==> src/rtl/up_wishbone_pipelined.sv <==
// rtl/up_wishbone_pipelined.sv - pipelined Wishbone B4 slave to uP register-bus bridge; optional ack timeout via UP_WISHBONE_TIMEOUT_EN
module up_wishbone_pipelined #(
    parameter int  WISHBONE_ADDRESS_WIDTH = 16,
    parameter int  BUS_WIDTH              = 4,
    parameter int  FIFO_DEPTH             = 4,
    parameter int  TIMEOUT_CYCLES         = 255,
    localparam int UP_ADDR_WIDTH          = WISHBONE_ADDRESS_WIDTH - $clog2(BUS_WIDTH)
) (
    input  logic                              clk,
    input  logic                              rst,
    input  logic                              s_wb_cyc,
    input  logic                              s_wb_stb,
    input  logic                              s_wb_we,
    input  logic [WISHBONE_ADDRESS_WIDTH-1:0] s_wb_addr,
    input  logic [8*BUS_WIDTH-1:0]            s_wb_data_i,
    input  logic [BUS_WIDTH-1:0]              s_wb_sel_i,
    output logic                              s_wb_stall,
    output logic                              s_wb_ack,
    output logic                              s_wb_err,
    output logic [8*BUS_WIDTH-1:0]            s_wb_data_o,
    output logic                              up_rreq,
    input  logic                              up_rack,
    output logic [UP_ADDR_WIDTH-1:0]          up_raddr,
    input  logic [8*BUS_WIDTH-1:0]            up_rdata,
    output logic                              up_wreq,
    input  logic                              up_wack,
    output logic [UP_ADDR_WIDTH-1:0]          up_waddr,
    output logic [8*BUS_WIDTH-1:0]            up_wdata,
    output logic [BUS_WIDTH-1:0]              up_wstrb
);
    localparam int DW  = 8 * BUS_WIDTH;
    localparam int LSB = $clog2(BUS_WIDTH);
    localparam int PW  = $clog2(FIFO_DEPTH);

    typedef enum logic {ST_IDLE = 1'b0, ST_REQ = 1'b1} state_t;

    state_t                   r_state;
    state_t                   w_state_nxt;
    logic                     r_fifo_we   [FIFO_DEPTH];
    logic [UP_ADDR_WIDTH-1:0] r_fifo_addr [FIFO_DEPTH];
    logic [DW-1:0]            r_fifo_data [FIFO_DEPTH];
    logic [BUS_WIDTH-1:0]     r_fifo_sel  [FIFO_DEPTH];
    logic [PW-1:0]            r_wr_ptr;
    logic [PW-1:0]            r_rd_ptr;
    logic [PW:0]              r_count;
    logic                     r_we;
    logic [UP_ADDR_WIDTH-1:0] r_addr;
    logic [DW-1:0]            r_wdata;
    logic [BUS_WIDTH-1:0]     r_wstrb;
    logic                     r_ack;
    logic [DW-1:0]            r_data_o;
    logic                     w_full;
    logic                     w_empty;
    logic                     w_push;
    logic                     w_pop;
    logic                     w_abort;
    logic                     w_match;
    logic                     w_expire;
    logic                     w_done_ack;

    // Reject parameter sets the pointer arithmetic and address split cannot handle
    if (BUS_WIDTH < 1 || (BUS_WIDTH & (BUS_WIDTH - 1)) != 0 ||
        FIFO_DEPTH < 2 || (FIFO_DEPTH & (FIFO_DEPTH - 1)) != 0 ||
        TIMEOUT_CYCLES < 1) begin : g_bad_params
        $error("up_wishbone_pipelined: illegal parameter set");
    end

    // Byte-lane address bits are not forwarded; the uP bus is word addressed
    if (LSB > 0) begin : g_addr_lsb
        logic w_unused_addr_lsb;
        assign w_unused_addr_lsb = ^s_wb_addr[LSB-1:0];
    end

    assign w_full     = (r_count == (PW+1)'(FIFO_DEPTH));
    assign w_empty    = (r_count == '0);
    assign s_wb_stall = w_full | rst;
    assign w_push     = s_wb_cyc & s_wb_stb & ~w_full;
    // Dropping cyc kills everything queued or in flight, but only when there is something to kill
    assign w_abort    = ~s_wb_cyc & (~w_empty | (r_state == ST_REQ));
    assign w_match    = (r_state == ST_REQ) & (r_we ? up_wack : up_rack);

    assign s_wb_ack    = r_ack;
    assign s_wb_data_o = r_data_o;
    assign up_raddr    = r_addr;
    assign up_waddr    = r_addr;
    assign up_wdata    = r_wdata;
    assign up_wstrb    = r_wstrb;

`ifdef UP_WISHBONE_TIMEOUT_EN
    localparam int TW = $clog2(TIMEOUT_CYCLES + 1);

    logic [TW-1:0] r_tmo_cnt;
    logic          r_err;
    logic          w_done_err;

    // Count clocks spent in REQ; cleared whenever a new request is loaded
    always_ff @(posedge clk) begin
        if (rst || w_pop) begin
            r_tmo_cnt <= '0;
        end else if (r_state == ST_REQ && !w_match && !w_expire) begin
            r_tmo_cnt <= r_tmo_cnt + 1'b1;
        end
    end

    assign w_expire   = (r_state == ST_REQ) & (r_tmo_cnt == TW'(TIMEOUT_CYCLES - 1));
    // A matching ack on the expiry edge still wins over the error
    assign w_done_err = ~w_abort & w_expire & ~w_match;

    // Error termination pulse for a request the uP never answered
    always_ff @(posedge clk) begin
        if (rst) begin
            r_err <= 1'b0;
        end else begin
            r_err <= w_done_err;
        end
    end

    assign s_wb_err = r_err;
`else
    assign w_expire = 1'b0;
    assign s_wb_err = 1'b0;
`endif

    // Command FIFO storage; contents are don't-care until the count covers them
    always_ff @(posedge clk) begin
        if (w_push) begin
            r_fifo_we[r_wr_ptr]   <= s_wb_we;
            r_fifo_addr[r_wr_ptr] <= s_wb_addr[WISHBONE_ADDRESS_WIDTH-1:LSB];
            r_fifo_data[r_wr_ptr] <= s_wb_data_i;
            r_fifo_sel[r_wr_ptr]  <= s_wb_sel_i;
        end
    end

    // FIFO pointers and occupancy; an abort flushes like a reset
    always_ff @(posedge clk) begin
        if (rst || w_abort) begin
            r_wr_ptr <= '0;
            r_rd_ptr <= '0;
            r_count  <= '0;
        end else begin
            if (w_push) r_wr_ptr <= r_wr_ptr + 1'b1;
            if (w_pop)  r_rd_ptr <= r_rd_ptr + 1'b1;
            case ({w_push, w_pop})
                2'b10:   r_count <= r_count + 1'b1;
                2'b01:   r_count <= r_count - 1'b1;
                default: r_count <= r_count;
            endcase
        end
    end

    // Issue FSM state register
    always_ff @(posedge clk) begin
        if (rst) begin
            r_state <= ST_IDLE;
        end else begin
            r_state <= w_state_nxt;
        end
    end

    // Issue FSM next state
    always_comb begin
        w_state_nxt = r_state;
        if (w_abort) begin
            w_state_nxt = ST_IDLE;
        end else begin
            case (r_state)
                ST_IDLE: if (!w_empty)            w_state_nxt = ST_REQ;
                ST_REQ:  if (w_match || w_expire) w_state_nxt = ST_IDLE;
                default:                          w_state_nxt = ST_IDLE;
            endcase
        end
    end

    // Issue FSM outputs: FIFO pop, completion strobe and the uP request lines
    always_comb begin
        w_pop      = 1'b0;
        w_done_ack = 1'b0;
        up_rreq    = (r_state == ST_REQ) & ~r_we;
        up_wreq    = (r_state == ST_REQ) & r_we;
        if (!w_abort) begin
            if (r_state == ST_IDLE) begin
                w_pop = ~w_empty;
            end else begin
                w_done_ack = w_match;
            end
        end
    end

    // Load the popped command; reads leave the write channel untouched
    always_ff @(posedge clk) begin
        if (rst) begin
            r_we    <= 1'b0;
            r_addr  <= '0;
            r_wdata <= '0;
            r_wstrb <= '0;
        end else if (w_pop) begin
            r_we   <= r_fifo_we[r_rd_ptr];
            r_addr <= r_fifo_addr[r_rd_ptr];
            if (r_fifo_we[r_rd_ptr]) begin
                r_wdata <= r_fifo_data[r_rd_ptr];
                r_wstrb <= r_fifo_sel[r_rd_ptr];
            end
        end
    end

    // Wishbone ack pulse and read-data capture on a matching uP ack
    always_ff @(posedge clk) begin
        if (rst) begin
            r_ack    <= 1'b0;
            r_data_o <= '0;
        end else begin
            r_ack <= w_done_ack;
            if (w_done_ack && !r_we) begin
                r_data_o <= up_rdata;
            end
        end
    end
endmodule

==> config.mk <==
export PLATFORM = sky130hd
export DESIGN_NAME = up_wishbone_pipelined
export DESIGN_NICKNAME = d
export VERILOG_FILES = /design/src/rtl/up_wishbone_pipelined.sv
export SDC_FILE = /design/constraint.sdc
export NUM_CORES = 1
export LEC_CHECK = 0
export CORE_MARGIN = 8
export CORE_UTILIZATION = 59
export CTS_BUF_LIST = sky130_fd_sc_hd__clkbuf_8
export DETAILED_ROUTE_END_ITERATION = 16
export PLACE_DENSITY = 0.85
export SETUP_SLACK_MARGIN = 0.1
export SLEW_MARGIN = 40
export SYNTH_ARGS = -nofsm -noshare
export SYNTH_HDL_FRONTEND = slang
export SYNTH_SLANG_ARGS = --single-unit
==> constraint.sdc <==
create_clock -name clk -period 3.82 [get_ports clk]
set_clock_uncertainty 0.15 [all_clocks]
set_input_delay 0.573 -clock clk [delete_from_list [all_inputs] [get_ports clk]]
set_output_delay 0.573 -clock clk [all_outputs]
set_load 0.1 [all_outputs]
=== After elaboration in Yosys (flattened, before gate mapping) ===
Memory sizes are Yosys's and may differ from the RTL's. A register that Yosys moved wholly into a read port is not among the register bits.
Index checks and enable logic that the tools add are counted.

* Logic and storage cells: 51
* Bits in registers: 42
* Memories kept: 4
* Memory bits (writable): 204
* Output and inout port bits: 101

* Reductions and logical operators: 7
* Bitwise gates (word level): 13
* Muxes and demuxes: 13
* $add $sub $neg: 4
* Equality and inequality tests: 3

{| class="wikitable"
|+ Memories
! name !! depth !! bits a word !! rd ports !! clocked after Yosys merged registers in !! write ports !! RTL line !! text
|-
| r_fifo_data || 4 || 32 || 1 || 1 || 1 || 41 || <nowiki>logic [DW-1:0] r_fifo_data [FIFO_DEPTH];</nowiki>
|-
| r_fifo_addr || 4 || 14 || 1 || 1 || 1 || 40 || <nowiki>logic [UP_ADDR_WIDTH-1:0] r_fifo_addr [FIFO_DEPTH];</nowiki>
|-
| r_fifo_sel || 4 || 4 || 1 || 1 || 1 || 42 || <nowiki>logic [BUS_WIDTH-1:0] r_fifo_sel [FIFO_DEPTH];</nowiki>
|-
| r_fifo_we || 4 || 1 || 1 || 1 || 1 || 39 || <nowiki>logic r_fifo_we [FIFO_DEPTH];</nowiki>
|}

{| class="wikitable"
|+ Operators with widths
! kind !! count
|-
| $mux 1 || 9
|-
| $and 1x1->1 || 6
|-
| $pmux 3 s2 || 1
|-
| $not 1->1 || 5
|-
| $add 2x1->2 const B || 2
|-
| $mux 2 || 2
|-
| $add 3x1->3 const B || 1
|-
| $eq 3x3->1 const B || 1
|-
| $logic_not 3->1 || 1
|-
| $sub 3x1->3 const B || 1
|-
| $eq 2x1->1 const B || 1
|-
| $eq 2x2->1 const B || 1
|-
| $or 1x1->1 || 2
|-
| $pmux 1 s2 || 1
|-
| $reduce_and 2->1 || 1
|-
| $reduce_bool 2->1 || 1
|-
| $reduce_or 2->1 || 1
|-
| $logic_and 1x1->1 || 1
|-
| $logic_not 1->1 || 1
|-
| $logic_or 1x1->1 || 1
|}

=== Longest topological paths before layout ===
* Word-level depth: 7
* Gate-level depth with buffers: 10

=== Worst setup path after synthesis ===
No wires, ideal clock.

* Kind: input -> register
* Start point: in s_wb_cyc
* End point: mem r_fifo_addr[0][0] (netlist bit), enable pin
* Cell stages on the path: 2
* Path buffers: 0
* Arrival time: 2035 ps
* Data required time: 3256 ps
* Path slack: 1221 ps
* Cells stage by stage: and2_1 and3_1

* Word-level cells in the longest chain between the ends: 4

{| class="wikitable"
|+ Ends and longest elaborated chain
! item !! RTL line !! text
|-
| start, declared || 11 || <nowiki>input logic s_wb_cyc,</nowiki>
|-
| $and 1x1->1 (2 in a row) || 77 || <nowiki>assign w_push = s_wb_cyc & s_wb_stb & ~w_full;</nowiki>
|-
| $mux 1 || 126 || <nowiki>if (w_push) begin</nowiki>
|-
| $mux 1 (not written as such) || 128 || <nowiki>r_fifo_addr[r_wr_ptr] <= s_wb_addr[WISHBONE_ADDRESS_WIDTH-1:LSB];</nowiki>
|-
| end, declared || 40 ||
|}

No other way between the ends.

=== Worst setup path in the final report ===
* Start point: reg r_count[2]
* End point: out s_wb_stall

* Word-level cells in the longest chain between the ends: 2

{| class="wikitable"
|+ Ends and longest elaborated chain
! item !! RTL line !! text
|-
| start, declared || 45 || <nowiki>logic [PW:0] r_count;</nowiki>
|-
| start signal, assigned || 144 || <nowiki>2'b10: r_count <= r_count + 1'b1;</nowiki>
|-
| start signal, assigned || 145 || <nowiki>2'b01: r_count <= r_count - 1'b1;</nowiki>
|-
| start signal, assigned || 146 || <nowiki>default: r_count <= r_count;</nowiki>
|-
| $eq 3x3->1 || 74 || <nowiki>assign w_full = (r_count == (PW+1)'(FIFO_DEPTH));</nowiki>
|-
| $or 1x1->1 || 76 || <nowiki>assign s_wb_stall = w_full | rst;</nowiki>
|-
| end, declared || 17 || <nowiki>output logic s_wb_stall,</nowiki>
|}

No other way between the ends.

==> Implementation_results.wiki <==
{| class="wikitable"
! Metric !! Value
|-
| Area Growth Syn to Fin || 20.9%
|-
| Post-Synthesis Cell Area || 11400 um2
|-
| Unrepaired setup endpoints after global routing || no
|-
| YS warnings || 0
|-
| Maximum fanout along the worst path || 7
|-
| Average footprint of a synthesized cell || between 15 and 20 um2
|-
| Cell with the most instances after synthesis || sky130_fd_sc_hd__edfxtp_1
|-
| DRC errors left || 0
|-
| Diodes inserted || 0
|-
| Fin crit period || 2640 ps
|-
| Number of DRC markers in iteration 0 || 393
|-
| Required time at the worst-slack endpoint || just over 3000 ps
|-
| Classification of the worst-slack hold path || reg -> reg
|-
| Via count || 6532
|-
| Detail-routed via count per cell || 5.40
|-
| Vias in the first global route || 6882
|-
| Nets in the synthesized netlist || 814
|-
| Post-cts gate resize count || 0
|-
| Number of unique standard cell types used by synthesis || 38
|-
| Number of buffers inserted by port buffering || 188
|-
| Effective utilization at floorplan || 59.3%
|-
| HPWL after DPL || roughly 15000 um
|-
| Number of buffers inserted by hold repair at cts || 0
|-
| Number of storage elements in the synthesis netlist || 298
|-
| Run status || completed
|-
| Final count of negative-setup-slack endpoints || 0
|-
| Routed WL || 23500 um
|-
| Area of the die || 24000 um2
|-
| Fill cell instance count of the final layout || 1276
|-
| Period utilization || 69.2%
|-
| Hold violation total from the final report || 0
|-
| CTS Buf Count || 46
|-
| Final nets || between 1000 and 1500
|-
| Wire length of the first global-routing pass || 36800 um
|-
| Ratio of cells with drive above 1 in the final layout || between 20 and 30%
|-
| Number of antenna violations at the first check in global routing || 1
|-
| Uppermost routed layer || met5
|-
| Leakage || 5.10 nW
|-
| Aggregate global-route resource usage || 19.6%
|-
| CTS tree || done
|-
| Async S/R FF share, synth || 0%
|-
| Setup repair bufs after CTS || 0
|-
| Critical Path Source Type || register
|-
| Die X || ~150 um
|-
| Routed wire length on met3 || 2200 um
|-
| Share of synthesized area occupied by flip-flops and latches || 70.3%
|-
| Top achievable clock speed || between 300 and 400 MHz
|-
| Worst endpoint data arrival time || about 1900 ps
|-
| Register-to-register setup slack || 1440 ps
|-
| Worst setup path class || reg -> out
|-
| Worst Max-Slew Pin Slew || ~840 ps
|-
| Number of enable-type register cells in the synthesized netlist || ~200
|-
| Die Span Y || 155 um
|-
| Number of cells on the worst hold path || 2
|-
| Final Util || 71.6%
|-
| Clock Tree Root || sky130_fd_sc_hd__clkbuf_8
|-
| Total number of clock tree sinks || between 200 and 300
|-
| CTS clock-pin slew for the worst setup and hold paths || 60 ps
|-
| Final estimated routing congestion in global placement || 0.844
|-
| Max Buffers Root-to-Sink || 3
|-
| Worst skew pair latency || 540 ps
|-
| Pre-CTS WS || between 800 and 900 ps
|-
| Share of Yosys cell area claimed by the top area cell type || 53.8%
|-
| Synth area leader || sky130_fd_sc_hd__edfxtp_1
|-
| Top cells by area, synth || sky130_fd_sc_hd__edfxtp_1 (54%), sky130_fd_sc_hd__dfxtp_1 (17%), sky130_fd_sc_hd__mux4_2 (10%)
|-
| Reported max-cap violation count || 0
|-
| Relative slew margins || 44.1%
|-
| Metal2 WL || 11300 um
|-
| Count of final max-slew check failures || 0
|-
| Ranking of synthesized cells by instance count || sky130_fd_sc_hd__edfxtp_1 (204), sky130_fd_sc_hd__dfxtp_1 (94), sky130_fd_sc_hd__nand2b_1 (74)
|-
| Drt pass-1 iters || 5
|-
| Worst reg2reg path depth || 3
|-
| Post-Syn Instances || 717
|-
| Kind of end point of the critical path || output pin
|-
| I/O pin count || 192
|-
| Power per cell area || 599 nW/um2
|-
| Most frequently used flop master after synthesis || sky130_fd_sc_hd__edfxtp_1
|-
| Post-detailed-route count of antenna-violating nets || 0
|-
| Core area || 19200 um2
|-
| Final setup TNS || 0 ps
|-
| Pin count of the biggest net entering global routing || 67
|-
| Wire length per cell || 19.4 um
|-
| Worst setup margin || 1180 ps
|-
| Number of levels in the clock H-tree || 2
|-
| GRT Residual Overflow || 0
|-
| Highest ir drop seen on vdd || around 0.45 mV
|-
| Detailed-routing wirelength on met1 || approximately 9700 um
|-
| Core Rows || ~50
|}
[cells in the final DEF (no fill, tap or decap), types with 7 or more instances in the layout]
cell	Yosys	layout
sky130_fd_sc_hd__edfxtp_1	204	204
sky130_fd_sc_hd__o21ai_0	10	10
sky130_fd_sc_hd__nand2b_1	74	74
sky130_fd_sc_hd__mux2i_1	36	36
sky130_fd_sc_hd__clkbuf_8	0	53
sky130_fd_sc_hd__mux4_2	51	51
sky130_fd_sc_hd__clkdlybuf4s50_1	0	87
sky130_fd_sc_hd__buf_2	12	99
sky130_fd_sc_hd__o21ai_1	9	9
sky130_fd_sc_hd__nand3_1	17	17
sky130_fd_sc_hd__a21oi_1	54	54
sky130_fd_sc_hd__dfxtp_1	94	92
sky130_fd_sc_hd__clkinv_1	0	7
sky130_fd_sc_hd__nand2_1	66	66
sky130_fd_sc_hd__inv_1	6	21
sky130_fd_sc_hd__buf_4	20	13
[final cells by class]
class	count	area (um2)	share of cell area [%]
flip-flops and latches	298	8020	58.3
well taps	265	332	2.41
repair buffers	202	1520	11.1
inverters	7	26.3	0.191
clock buffers	53	729	5.30
clock inverters	31	158	1.15
multi-input cells	354	2970	21.6
[metal layers]
metal	vias up	GRT usage [%]
li1	3035	-
met1	3203	23.8
met2	267	32.6
met3	25	7.41
met4	2	4.62
met5	-	0
[path summary, 6_finish.rpt]
kind / startpoint / endpoint
worst min-delay path: s_wb_data_o[28] / s_wb_data_o[28]
worst max register to register: r_count[0] / up_wdata[16]
worst max-delay path: r_count[2] / s_wb_stall
worst min register to register: s_wb_data_o[28] / s_wb_data_o[28]
[worst max-delay path: stages, from the launching register on]
cell and delay [ps]:
sky130_fd_sc_hd__dfxtp_1 440, sky130_fd_sc_hd__or3b_2 550, sky130_fd_sc_hd__nand2b_1 100, sky130_fd_sc_hd__buf_4 290
[power breakdown]
part	switching, mW	internal [mW]
registers	0.158	3.64
clock network	1.17	1.34
logic	1.38	0.552
total	2.71	5.53
[kinds of logic after synthesis]
kind of cell | synth area share (%)
DFF | 70.3
buffers and inverters | 3.57
other | 0.0329
adders and majority gates | 0.725
muxes | 13.4
and+or+nand+nor | 8.47
xor gates and xnor gates | 0.154
AOI/OAI and AO/OA | 3.34
[registers in the layout, summed over array words and instances, names as in the netlist, named ones only]
name,flops
r_wr_ptr,2
r_fifo_we,4
r_fifo_addr,56
r_we,1
r_fifo_sel,16
up_wstrb,4
r_fifo_data,128
s_wb_ack,1
up_raddr,14
s_wb_data_o,32
up_wdata,32
r_rd_ptr,2
r_state,1
r_count,3
[stage by stage]
step | area, um2 | power (mW) | hold WS (ps) | std cells
2_1_floorplan | 11400 | 5.46 | 332 | 717
6_report | 13800 | 8.24 | 299 | 1210
4_1_cts | 13800 | 8.32 | 304 | 1210
5_1_grt | 13800 | 8.56 | 320 | 1210
3_5_place_dp | 12900 | 5.82 | 295 | 1126
3_3_place_gp | 13400 | 5.89 | 290 | 1126
Power figures use the tool's default switching activity.
